File: src/rtl/spram_arbiter.sv
// spram_arbiter: shares one single-port SPRAM (one-cycle read latency) between
// two requesters. Round-robin on ties, with a bounded lock that lets one
// requester keep the RAM for atomic read-modify-write sequences. Grants are
// combinational; read valids are registered one cycle after the read grant.
module spram_arbiter #(
   parameter int ADDR_W   = 14,
   parameter int DATA_W   = 16,
   parameter int LOCK_MAX = 4
) (
   input  logic              clk,
   input  logic              reset,
   input  logic              m0_req,
   input  logic              m0_we,
   input  logic [ADDR_W-1:0] m0_addr,
   input  logic [DATA_W-1:0] m0_wdata,
   input  logic              m0_lock,
   output logic              m0_gnt,
   output logic              m0_rvalid,
   output logic [DATA_W-1:0] m0_rdata,
   input  logic              m1_req,
   input  logic              m1_we,
   input  logic [ADDR_W-1:0] m1_addr,
   input  logic [DATA_W-1:0] m1_wdata,
   input  logic              m1_lock,
   output logic              m1_gnt,
   output logic              m1_rvalid,
   output logic [DATA_W-1:0] m1_rdata,
   output logic [ADDR_W-1:0] ram_addr,
   output logic [DATA_W-1:0] ram_wdata,
   output logic              ram_wen,
   input  logic [DATA_W-1:0] ram_rdata
);

   localparam logic [3:0] LOCK_MAX_C = 4'(LOCK_MAX);

   // Arbitration state
   logic       last_r;          // index of the previous winner
   logic       owner_valid_r;   // a lock is currently held
   logic       owner_r;         // which requester holds the lock
   logic [3:0] lock_cnt_r;      // consecutive grants to the lock owner
   logic [1:0] rd_pend_r;       // read issued last cycle, per requester

   // Combinational helpers
   logic [1:0] req_s;
   logic [1:0] we_s;
   logic [1:0] lock_s;
   logic       owner_hold_s;
   logic       win_valid_s;
   logic       win_s;

   assign req_s  = {m1_req,  m0_req};
   assign we_s   = {m1_we,   m0_we};
   assign lock_s = {m1_lock, m0_lock};

   // Winner selection: unexpired lock owner first, then sole requester, then round-robin
   always_comb begin
      win_valid_s  = 1'b0;
      win_s        = 1'b0;
      owner_hold_s = owner_valid_r && req_s[owner_r] && (lock_cnt_r < LOCK_MAX_C);
      if (reset) begin
         win_valid_s = 1'b0;
         win_s       = 1'b0;
      end else if (owner_hold_s) begin
         win_valid_s = 1'b1;
         win_s       = owner_r;
      end else begin
         case (req_s)
            2'b01: begin
               win_valid_s = 1'b1;
               win_s       = 1'b0;
            end
            2'b10: begin
               win_valid_s = 1'b1;
               win_s       = 1'b1;
            end
            2'b11: begin
               win_valid_s = 1'b1;
               win_s       = ~last_r;
            end
            default: begin
               win_valid_s = 1'b0;
               win_s       = 1'b0;
            end
         endcase
      end
   end

   assign m0_gnt = win_valid_s & ~win_s;
   assign m1_gnt = win_valid_s &  win_s;

   // RAM port mux: winner's access, or an all-zero idle read when nobody wins
   always_comb begin
      ram_addr  = {ADDR_W{1'b0}};
      ram_wdata = {DATA_W{1'b0}};
      ram_wen   = 1'b0;
      if (win_valid_s) begin
         if (win_s) begin
            ram_addr  = m1_addr;
            ram_wdata = m1_wdata;
            ram_wen   = we_s[1];
         end else begin
            ram_addr  = m0_addr;
            ram_wdata = m0_wdata;
            ram_wen   = we_s[0];
         end
      end else begin
         ram_addr  = {ADDR_W{1'b0}};
         ram_wdata = {DATA_W{1'b0}};
         ram_wen   = 1'b0;
      end
   end

   // Arbitration state update: round-robin pointer, lock tracking, read pipeline
   always_ff @(posedge clk or posedge reset) begin
      if (reset) begin
         last_r        <= 1'b1;
         owner_valid_r <= 1'b0;
         owner_r       <= 1'b0;
         lock_cnt_r    <= 4'd0;
         rd_pend_r     <= 2'b00;
      end else if (win_valid_s) begin
         last_r    <= win_s;
         rd_pend_r <= win_s ? {~we_s[1], 1'b0} : {1'b0, ~we_s[0]};
         if (lock_s[win_s]) begin
            if (owner_valid_r && (owner_r == win_s)) begin
               // Saturate so the owner keeps winning only while nobody else waits
               if (lock_cnt_r < LOCK_MAX_C) begin
                  lock_cnt_r <= lock_cnt_r + 4'd1;
               end else begin
                  lock_cnt_r <= lock_cnt_r;
               end
            end else begin
               owner_valid_r <= 1'b1;
               owner_r       <= win_s;
               lock_cnt_r    <= 4'd1;
            end
         end else begin
            owner_valid_r <= 1'b0;
            lock_cnt_r    <= 4'd0;
         end
      end else begin
         rd_pend_r <= 2'b00;
         // No winner while a lock is held means the owner stopped requesting
         if (owner_valid_r && !req_s[owner_r]) begin
            owner_valid_r <= 1'b0;
            lock_cnt_r    <= 4'd0;
         end else begin
            owner_valid_r <= owner_valid_r;
            lock_cnt_r    <= lock_cnt_r;
         end
      end
   end

   assign m0_rvalid = rd_pend_r[0];
   assign m1_rvalid = rd_pend_r[1];
   assign m0_rdata  = ram_rdata;
   assign m1_rdata  = ram_rdata;

endmodule

File: config.mk
export PLATFORM = sky130hd
export DESIGN_NAME = spram_arbiter
export DESIGN_NICKNAME = d
export VERILOG_FILES = /design/src/rtl/spram_arbiter.sv
export SDC_FILE = /design/constraint.sdc
export NUM_CORES = 1
export LEC_CHECK = 0
export CAP_MARGIN = 20
export CELL_PAD_IN_SITES_DETAIL_PLACEMENT = 0
export CELL_PAD_IN_SITES_GLOBAL_PLACEMENT = 1
export CORE_ASPECT_RATIO = 2
export CORE_MARGIN = 4
export CORE_UTILIZATION = 15
export CTS_CLUSTER_DIAMETER = 80
export DETAILED_ROUTE_END_ITERATION = 8
export GPL_ROUTABILITY_DRIVEN = 0
export PLACE_DENSITY_LB_ADDON = 0.05
export SYNTH_ARGS = -nofsm -noshare
export SYNTH_HDL_FRONTEND = slang
export SYNTH_SLANG_ARGS = --single-unit
export TNS_END_PERCENT = 50
File: constraint.sdc
create_clock -name clk -period 2.1 [get_ports clk]
set_input_delay 0.42 -clock clk [delete_from_list [all_inputs] [get_ports clk]]
set_output_delay 0.42 -clock clk [all_outputs]
set_load 0.05 [all_outputs]
==> impl_metrics.tcl <==
set metrics [dict create \
    cts_hold_buffers 0 \
    yosysSeqAreaShare 0.210 \
    setup_violations 32 \
    h-tree-depth 1 \
    seqCellArea_sq_um 229 \
    numCtsBuffers 3 \
    synthesis.nets 209 \
    synth_top_area_frac 0.252 \
    vdd.ir_drop.worst_mv 0.551 \
    regToRegSetupSlack_ps 150 \
    rows 43 \
    multi_input_area_sq_um 800 \
    rsz0062_at_grt "yes" \
    grt_overflow 0 \
    start_util 0.155 \
    layout_commonest_cell "clkdlybuf4s50_1" \
    cts_root_buf "clkbuf_16" \
    nNetsFinal 308 \
    core_sq_mm 0.00694 \
    num_vias 1390 \
    port_buffers 102 \
    cts_tree "yes" \
    r2r_end "lock_cnt_r[3]" \
    track_usage 0.117 \
    grt_pass1_wl_mm 7.76 \
    yosysWarnings 0 \
    slew_violations 0 \
    drt-total-wl_mm 5.78 \
    relSlewSlack 0.649 \
    grt_pass1_vias 1427 \
    finalCriticalPeriod_ps 2360 \
    cp_max_fo 5 \
    fill_cells 626 \
    dr.first_iter.drc_count 33 \
    fmax_mhz 423 \
    fin_worst_skew_ps 0.178 \
    critPathRequiredTime_ps 1680 \
    routedWlPerCell_um 18.5 \
    hold_viol 0 \
    cts_sinks 9 \
    synth-seq-cells 9 \
    grt_max_degree 32 \
    status "complete, but fails checks" \
    yosys-top-cells-area "a22o_1, buf_4, dfrtp_1" \
    critical_path.endpoint_type "primary output" \
    synthCells 124 \
    worst-r2r-cell-count 8 \
    start_kind "flip-flop" \
    postSynthAreaPerCell_sq_um 8.69 \
    criticalPathCategory "flip-flop to primary output" \
    dp_hpwl_mm 4.22 \
    firstDrtPassIters 4 \
    cts_buffer_depth 2 \
    fin_crit_sh 1.13 \
    r2r_start "lock_cnt_r[2]" \
    syn2layout_area_growth_pct 174 \
    total_power_mw 2.27 \
    avgViaCountPerCell 4.46 \
    clkSlewWorstSetupHoldPaths_ps 40 \
    fin_hold_ws_ps 427 \
    worst_pin_slew_ps 525 \
    diodes 0 \
    fp.dieArea_sq_mm 0.00868 \
    io-pin-count 151 \
    yosysTopAreaCell "a22o_1" \
    worstPathArrival_ps 1940 \
    layout_common_cells "clkdlybuf4s50_1, buf_12, a22o_4, buf_4, a22o_1" \
    die_h_um 128 \
    drcViolationCount 0 \
    ant_nets 0 \
    synth_cell_types 32 \
    leakage_nw 1.27 \
    antenna_found_initial 0 \
    failed_checks "setup timing" \
    drive_above_1_share 0.468 \
    die_w_um 67.9 \
    worst_slack_ps -264 \
    drv_cap 0 \
    clock_latency_ps 230 \
    netlist_area_sq_mm 0.00108 \
    min_path_type "input port to asynchronous set/reset pin" \
    power_density_mw_per_mm2 768 \
]
power breakdown:
part           total [mW]  switching, mW  leakage [nW]  internal (mW)
registers           0.255         0.0395         0.112          0.215
clock network       0.335         0.0815        0.0382          0.254
logic                1.68          0.770          1.12          0.911
total                2.27          0.891          1.27           1.38
per-stage QoR:
step | setup WS [ps] | area [sq um] | utilization | instances | TNS (ps)
3_5_place_dp | -400 | 2420 | 0.349 | 293 | -12920
4_1_cts | -323 | 2800 | 0.404 | 306 | -9810
5_1_grt | -333 | 2960 | 0.426 | 312 | -9900
2_1_floorplan | -6.08 | 1090 | - | 124 | -109
6_report | -264 | 2960 | 0.426 | 312 | -7740
3_3_place_gp | -370 | 2420 | 0.349 | 293 | -12220
flip-flops by register name, indices dropped and copies added, names as in the netlist:
register and flops:
lock_cnt_r 4, rd_pend_r 2, owner_r 1, last_r 1, owner_valid_r 1
what timing repair did:
| action | CTS | global route |
|---|---|---|
| buffers inserted | 5 | 4 |
| endpoints found under the setup margin | 35 | 33 |
| resized for setup | 34 | 17 |
| cloned | 4 | 2 |
| pin swaps | 33 | 7 |
layout make-up:
class	count	share of cell area
inverters	3	0.00381
clock buffers	4	0.0267
repair buffers	132	0.583
multi-input cells	74	0.271
well taps	90	0.0381
flip-flops and latches	9	0.0775
critical path, cell delays in order (launching register included):
cell     delay, ps
dfrtp_1        390
mux2_4         330
a32oi_4        230
nor2_4          80
buf_6          140
buf_16         130
a22o_1         250
buf_12         150
synthesized netlist by cell type, drive strengths merged:
cell	number
dfrtp	8
a211o	2
mux2	1
inv	3
a21oi	7
a21o	1
o21ai	1
nor3	3
and3b	1
a21boi	1
dfstp	1
nor3b	2
a31oi	1
nand2	2
o21bai	2
o211a	1
a32oi	1
nand3	2
nor2b	2
a21bo	1
o21ba	1
nor2	7
a211oi	1
buf	38
a22o	31
a2111oi	1
ha	1
o22ai	1
per-layer routing:
layer / GRT usage / routed length, um
met2: 0.206 / 2920
met5: 0 / 0
met4: 0.0363 / 110
met3: 0.0509 / 801
met1: 0.121 / 1950
worst max-delay path by stage:
stage,startpoint,endpoint,slack [ps],cells after the start
2_1_floorplan,lock_cnt_r[3],ram_addr[0],-6,5
3_3_place_gp,m1_req,ram_wdata[15],-370,7
3_5_place_dp,m1_req,ram_wdata[7],-400,7
4_1_cts,owner_r,ram_wdata[5],-320,7
5_1_grt,owner_r,ram_wdata[13],-330,7
6_report,owner_r,ram_wdata[13],-260,7
cells by family after synthesis:
| family | synth area share |
|---|---|
| simple gates | 0.0929 |
| mux | 0.0139 |
| flops | 0.210 |
| buf+inv | 0.261 |
| compound gates | 0.410 |
| fa+ha+maj | 0.0116 |
Note: power is estimated with default switching activity, not from simulation.
